### config.mk
export PLATFORM = sky130hd
export DESIGN_NAME = slot_reel_ctrl
export DESIGN_NICKNAME = d
export VERILOG_FILES = /design/src/rtl/slot_reel_ctrl.sv
export SDC_FILE = /design/constraint.sdc
export NUM_CORES = 1
export LEC_CHECK = 0
export CORE_ASPECT_RATIO = 1.75
export CORE_MARGIN = 1.5
export CORE_UTILIZATION = 40
export CTS_CLUSTER_SIZE = 14
export DETAILED_ROUTE_END_ITERATION = 10
export SYNTH_ARGS = -nofsm -noshare
export SYNTH_HDL_FRONTEND = slang
export SYNTH_SLANG_ARGS = --single-unit
### constraint.sdc
create_clock -name clk -period 5 [get_ports clk]
set_input_delay 0.75 -clock clk [delete_from_list [all_inputs] [get_ports clk]]
set_output_delay 0.75 -clock clk [all_outputs]
set_load 0.03 [all_outputs]
### src/rtl/slot_reel_ctrl.sv
// slot_reel_ctrl -- three-reel slot machine game sequencer.
// Gates the enables of three external reel LFSRs and freezes the reels one by
// one, either on a player stop press or on timeout. It then latches the stopped
// symbols, evaluates the win and maintains a saturating credit counter.
// Optional build macro SLOT_REEL_CTRL_FREE_SPIN_EN adds the free_spin output.
// When enabled, a triple of all-ones symbols grants one free game.

module slot_reel_ctrl #(
   parameter int SYMBOL_W      = 4,
   parameter int CREDIT_W      = 8,
   parameter int MIN_SPIN_CYC  = 16,
   parameter int AUTO_STOP_CYC = 1024,
   parameter int PAYOUT_TRIPLE = 10,
   parameter int PAYOUT_PAIR   = 2
) (
   input  logic                  clk,
   input  logic                  reset,
   input  logic                  coin,
   input  logic                  start,
   input  logic                  stop,
   input  logic [3*SYMBOL_W-1:0] lfsr_val,
   output logic [2:0]            lfsr_en,
   output logic [3*SYMBOL_W-1:0] reel_sym,
   output logic [CREDIT_W-1:0]   credits,
   output logic                  busy,
   output logic                  win_valid,
   output logic [CREDIT_W-1:0]   win_amount
`ifdef SLOT_REEL_CTRL_FREE_SPIN_EN
   ,
   output logic                  free_spin
`endif
);

   // Counter is wide enough to hold the saturation value itself.
   localparam int CNT_W = $clog2(AUTO_STOP_CYC + 1);
   localparam logic [CNT_W-1:0]    CNT_MIN    = CNT_W'(MIN_SPIN_CYC);
   localparam logic [CNT_W-1:0]    CNT_LAST   = CNT_W'(AUTO_STOP_CYC - 1);
   localparam logic [CNT_W-1:0]    CNT_SAT    = CNT_W'(AUTO_STOP_CYC);
   localparam logic [CREDIT_W-1:0] CREDIT_MAX = '1;
   localparam logic [CREDIT_W-1:0] PAY_TRI    = CREDIT_W'(PAYOUT_TRIPLE);
   localparam logic [CREDIT_W-1:0] PAY_PAIR   = CREDIT_W'(PAYOUT_PAIR);

   typedef enum logic [2:0] {
      ST_IDLE   = 3'd0,
      ST_SPIN3  = 3'd1,
      ST_SPIN2  = 3'd2,
      ST_SPIN1  = 3'd3,
      ST_EVAL   = 3'd4,
      ST_PAYOUT = 3'd5
   } state_t;

   state_t                  state_q, state_d;
   logic [CNT_W-1:0]        cnt_q, cnt_d;
   logic [2:0]              en_q, en_d;
   logic [3*SYMBOL_W-1:0]   sym_q, sym_d;
   logic [CREDIT_W-1:0]     credits_q, credits_d;
   logic [CREDIT_W-1:0]     win_q, win_d;

   logic                    use_free;
   logic                    start_ok;
   logic                    stop_evt;
   logic                    spinning;
   logic [1:0]              reel_idx;
   logic [CREDIT_W-1:0]     payout;
   logic [CREDIT_W:0]       credit_sum;

   logic [SYMBOL_W-1:0]     sym_slot  [3];
   logic [SYMBOL_W-1:0]     lfsr_slot [3];

   // Unpack the three reel lanes for readable indexing.
   for (genvar gi = 0; gi < 3; gi++) begin : g_slot
      assign sym_slot[gi]  = sym_q[gi*SYMBOL_W +: SYMBOL_W];
      assign lfsr_slot[gi] = lfsr_val[gi*SYMBOL_W +: SYMBOL_W];
   end

`ifdef SLOT_REEL_CTRL_FREE_SPIN_EN
   logic free_q, free_d;
   assign use_free  = free_q;
   assign free_spin = free_q;
`else
   assign use_free  = 1'b0;
`endif

   // A start is honoured only from IDLE and only if the game can be paid for.
   assign start_ok = (state_q == ST_IDLE) && start && ((credits_q != '0) || use_free);

   assign spinning = (state_q == ST_SPIN3) || (state_q == ST_SPIN2) || (state_q == ST_SPIN1);

   // Early presses are simply dropped; the timeout fires on the last counted cycle.
   assign stop_evt = spinning && ((stop && (cnt_q >= CNT_MIN)) || (cnt_q == CNT_LAST));

   // Reels always stop in order 0, 1, 2, so the phase identifies the reel to freeze.
   always_comb begin
      reel_idx = 2'd0;
      case (state_q)
         ST_SPIN2: reel_idx = 2'd1;
         ST_SPIN1: reel_idx = 2'd2;
         default:  reel_idx = 2'd0;
      endcase
   end

   // Win evaluation on the latched symbols: triple beats pair, otherwise nothing.
   always_comb begin
      payout = '0;
      if ((sym_slot[0] == sym_slot[1]) && (sym_slot[1] == sym_slot[2])) begin
         payout = PAY_TRI;
      end else if ((sym_slot[0] == sym_slot[1]) || (sym_slot[1] == sym_slot[2]) ||
                   (sym_slot[0] == sym_slot[2])) begin
         payout = PAY_PAIR;
      end
   end

   // Game sequencing: next state, phase counter, reel enables, symbol latches, win.
   always_comb begin
      state_d = state_q;
      cnt_d   = cnt_q;
      en_d    = en_q;
      sym_d   = sym_q;
      win_d   = win_q;
      case (state_q)
         ST_IDLE: begin
            cnt_d = '0;
            if (start_ok) begin
               en_d    = 3'b111;
               state_d = ST_SPIN3;
            end
         end
         ST_SPIN3, ST_SPIN2, ST_SPIN1: begin
            if (stop_evt) begin
               cnt_d          = '0;
               en_d[reel_idx] = 1'b0;
               sym_d[reel_idx*SYMBOL_W +: SYMBOL_W] = lfsr_slot[reel_idx];
               case (state_q)
                  ST_SPIN3: state_d = ST_SPIN2;
                  ST_SPIN2: state_d = ST_SPIN1;
                  default:  state_d = ST_EVAL;
               endcase
            end else if (cnt_q != CNT_SAT) begin
               cnt_d = cnt_q + CNT_W'(1);
            end
         end
         ST_EVAL: begin
            win_d   = payout;
            state_d = ST_PAYOUT;
         end
         ST_PAYOUT: begin
            state_d = ST_IDLE;
         end
         default: begin
            state_d = ST_IDLE;
         end
      endcase
   end

   // Credit update: coin, start cost and payout are folded into a single add.
   always_comb begin
      credit_sum = {1'b0, credits_q} + (CREDIT_W+1)'(coin);
      if (state_q == ST_PAYOUT) begin
         credit_sum = credit_sum + {1'b0, win_q};
      end
      if (start_ok && !use_free) begin
         // credits_q > 0 here, so the decrement cannot underflow and,
         // with at most one coin, the result cannot overflow.
         credits_d = CREDIT_W'(credit_sum - (CREDIT_W+1)'(1));
      end else if (credit_sum[CREDIT_W]) begin
         credits_d = CREDIT_MAX;
      end else begin
         credits_d = credit_sum[CREDIT_W-1:0];
      end
   end

   // State and datapath registers; reset aborts any game in progress.
   always_ff @(posedge clk or negedge reset) begin
      if (!reset) begin
         state_q   <= ST_IDLE;
         cnt_q     <= '0;
         en_q      <= '0;
         sym_q     <= '0;
         credits_q <= '0;
         win_q     <= '0;
      end else begin
         state_q   <= state_d;
         cnt_q     <= cnt_d;
         en_q      <= en_d;
         sym_q     <= sym_d;
         credits_q <= credits_d;
         win_q     <= win_d;
      end
   end

`ifdef SLOT_REEL_CTRL_FREE_SPIN_EN
   // Free game token: granted by an all-ones triple, spent by the next start.
   always_comb begin
      free_d = free_q;
      if (start_ok) begin
         free_d = 1'b0;
      end
      if ((state_q == ST_PAYOUT) && (sym_q == '1)) begin
         free_d = 1'b1;
      end
   end

   // Free game token register.
   always_ff @(posedge clk or negedge reset) begin
      if (!reset) begin
         free_q <= 1'b0;
      end else begin
         free_q <= free_d;
      end
   end
`endif

   assign lfsr_en    = en_q;
   assign reel_sym   = sym_q;
   assign credits    = credits_q;
   assign win_amount = win_q;
   assign busy       = (state_q != ST_IDLE);
   assign win_valid  = (state_q == ST_PAYOUT);

endmodule
==> reports/metrics.yaml <==
grt:
  grtUsageTotal_pct: 19.6
  antenna_found_initial: 0
  gr-total-overflow: 0
  grt_max_degree: 40
  grt_first_pass_wirelength_um: 10900
  grt_pass1_vias: 2336
die:
  core_sq_um: 6490
  initial_utilization_pct: 40.9
  rows: 39
  dieArea_sq_um: 7150
  die_w_um: 64.6
  die_y_um: 111
  io_pins: 50
timing:
  min_period_ps: 3320
  final_hold_viol_count: 0
  worst_hold_slack_ps: 478
  maxSlewViolCount: 0
  finalSetupTns_ps: 0
  worst_slew_margin_rel_pct: 36.4
  report.final.setup_viol: 0
  rsz0062_at_grt: "false"
  fmax_mhz: 302
  tightest_slew_ps: 950
  skew_ps: 3.56
  period_share_pct: 66.3
synth:
  avgSynthCellArea_sq_um: 9.12
  synth_area_leader_cell: "dfrtp_1"
  ys_seq_elements: 39
  synthCells: 291
  yosysWarnings: 0
  ys_seq_area_share_pct: 36.8
  synth_top_area_share_pct: 36.8
  synthArstFlopShare_pct: 100
  synth_area_leaders: "dfrtp_1, ha_1, xnor2_1, nand2_1, o31ai_1"
  synthFlopType: "dfrtp_1"
  synth_edf_count: 0
  ys_types: 51
  syn-cell-area_sq_um: 2660
critical_path:
  crit_path_start_kind: "input port"
  path_buf_inv: 1
  reg2reg_from: "state_q[2]"
  crit_required_ps: 5160
  timing.rr.end: "reel_sym[2]"
  reg2reg_slack_ps: 2050
  critPathMaxFanout: 3
  critPathKind: "in -> reg"
  path_cells: "clkdlybuf4s50_1 -> ha_1 -> nand3_1 -> xnor2_1 -> ha_1 -> a21o_1 -> o211ai_1 -> xor2_1 -> nor3_1 -> o211ai_1 -> mux2i_1"
  cpPeakStageDelay_ps: 490
  worstSetupStartpoint: "coin"
  crit_slowest_cell: "clkdlybuf4s50_1"
  reg2reg_depth: 7
  cp-end-kind: "flop"
  cp_top_family: "compound AO/OA/AOI/OAI gates"
  worst_ep_arrival_time_ps: 3470
power_and_ir_drop:
  pwr-share-comb_pct: 48.8
  clkPwrFrac_pct: 19.7
  switching_share_pct: 42.9
  internal-power_uw: 902
  switching_power_uw: 678
  p_per_area_nw_per_um2: 481
  seqPwrFrac_pct: 31.5
  ir_drop_v: 0.000213
  p_leak_uw: 0.00136
cts:
  cts_tree: "done"
  postCtsSetupBuffers: 0
  ctsHtreeMaxLevel: 2
  clkLatencyLatePin_ps: 290
  cts_sinks: 39
  ctsHoldBuffers: 0
  numCtsBuffers: 5
  clk_pin_slew_ps: 60
  root_buffer: "clkbuf_16"
  ctsResizeCount: 0
  clockBufferDepth: 2
place:
  dpl.hpwl_um: 5090
  gp_congestion: 0.867
  io_buffers: 43
final_layout:
  fill_cells: 639
  diodes: 0
  layout.nets: 367
  fin_util_pct: 50.5
  layout_common_cells: "clkdlybuf4s50_1, dfrtp_1, nand2_1"
  final_common_cell: "clkdlybuf4s50_1"
  area_growth_pct: 23.6
  drive_gt1_share_pct: 6.25
hold_path:
  min-delay-start: "lfsr_en[0]"
  holdPathEnd: "lfsr_en[0]"
  hold_depth: 1
  hp-class: "reg -> reg"
drt:
  drt-pass1-iter-count: 4
  avgRoutedWirePerCell_um: 15.4
  drtIter0Drc: 88
  wl_um: 6420
  ant_nets: 0
  via_per_inst: 5.46
  vias: 2284
  remaining_drc_errors: 0
run:
  max_cap_violations: 0
outcome:
  status: "finished clean"
## worst register-to-register path: cells and delay by family, from the launching register on
family / cells / cell delay [ps]
and+or+nand+nor: 3 / 1300
DFF: 1 / 490
AOI/OAI and AO/OA: 2 / 440
buffers and inverters: 1 / 280
adders and majority gates: 1 / 280
## area by class of cell
cell class / count / area (sq um) / share of cell area (%)
timing repair buffer: 43 / 425 / 13.0
clock buffer: 6 / 129 / 3.93
multi-input combinational: 237 / 1600 / 48.8
sequential: 39 / 976 / 29.7
tap: 82 / 103 / 3.13
inverter: 9 / 33.8 / 1.03
clock inverter: 2 / 12.5 / 0.381
## kinds of logic after synthesis
group | after synthesis | share of synthesized area [%]
simple gates | 115 | 22.0
flops | 39 | 36.8
mux | 12 | 4.67
buf+inv | 20 | 3.82
fa+ha+maj | 15 | 7.07
compound gates | 65 | 17.6
xor+xnor | 24 | 7.92
other cells | 1 | 0.141
## power by group through the flow
stage	registers (uW)	logic, uW	clock network, uW
5_1_grt	510	854	331
4_1_cts	499	776	318
2_1_floorplan	563	460	0
3_3_place_gp	503	766	0
3_5_place_dp	504	773	0
6_report	498	771	311
## routing by layer
metal  wire [um]  global-route usage (%)
met3         160                    3.25
met4         326                    11.8
met2        3570                    36.9
met5           0                       0
met1        2360                    19.0
## Yosys cell counts (all sizes together) (9+ instances only)
library cell	n
nand2	38
xnor2	18
mux2i	9
nor2	22
buf	9
o21ai	17
nor3	9
o31ai	13
ha	15
dfrtp	39
## worst max path at each step
stage,end,slack (ps),cells past startpoint
2_1_floorplan,credits[6],2190,8
3_3_place_gp,credits[7],1450,11
3_5_place_dp,credits[7],1410,11
4_1_cts,credits[7],1700,11
5_1_grt,credits[7],1510,11
6_report,credits[7],1680,11
## per-stage QoR
step,cell area (sq um),instances,setup slack (ps),total power (uW)
2_1_floorplan,2670,296,2190,1020
3_3_place_gp,3140,410,1450,1270
3_5_place_dp,3140,410,1410,1280
4_1_cts,3280,418,1700,1590
5_1_grt,3280,418,1510,1700
6_report,3280,418,1680,1580
## sequential cells by signal (all words and copies together), names as in the netlist
| register | flops |
|---|---|
| state_q | 3 |
| lfsr_en | 3 |
| reel_sym | 12 |
| cnt_q | 11 |
| credits | 8 |
| win_amount | 2 |
Note: power is estimated with default switching activity, not from simulation.
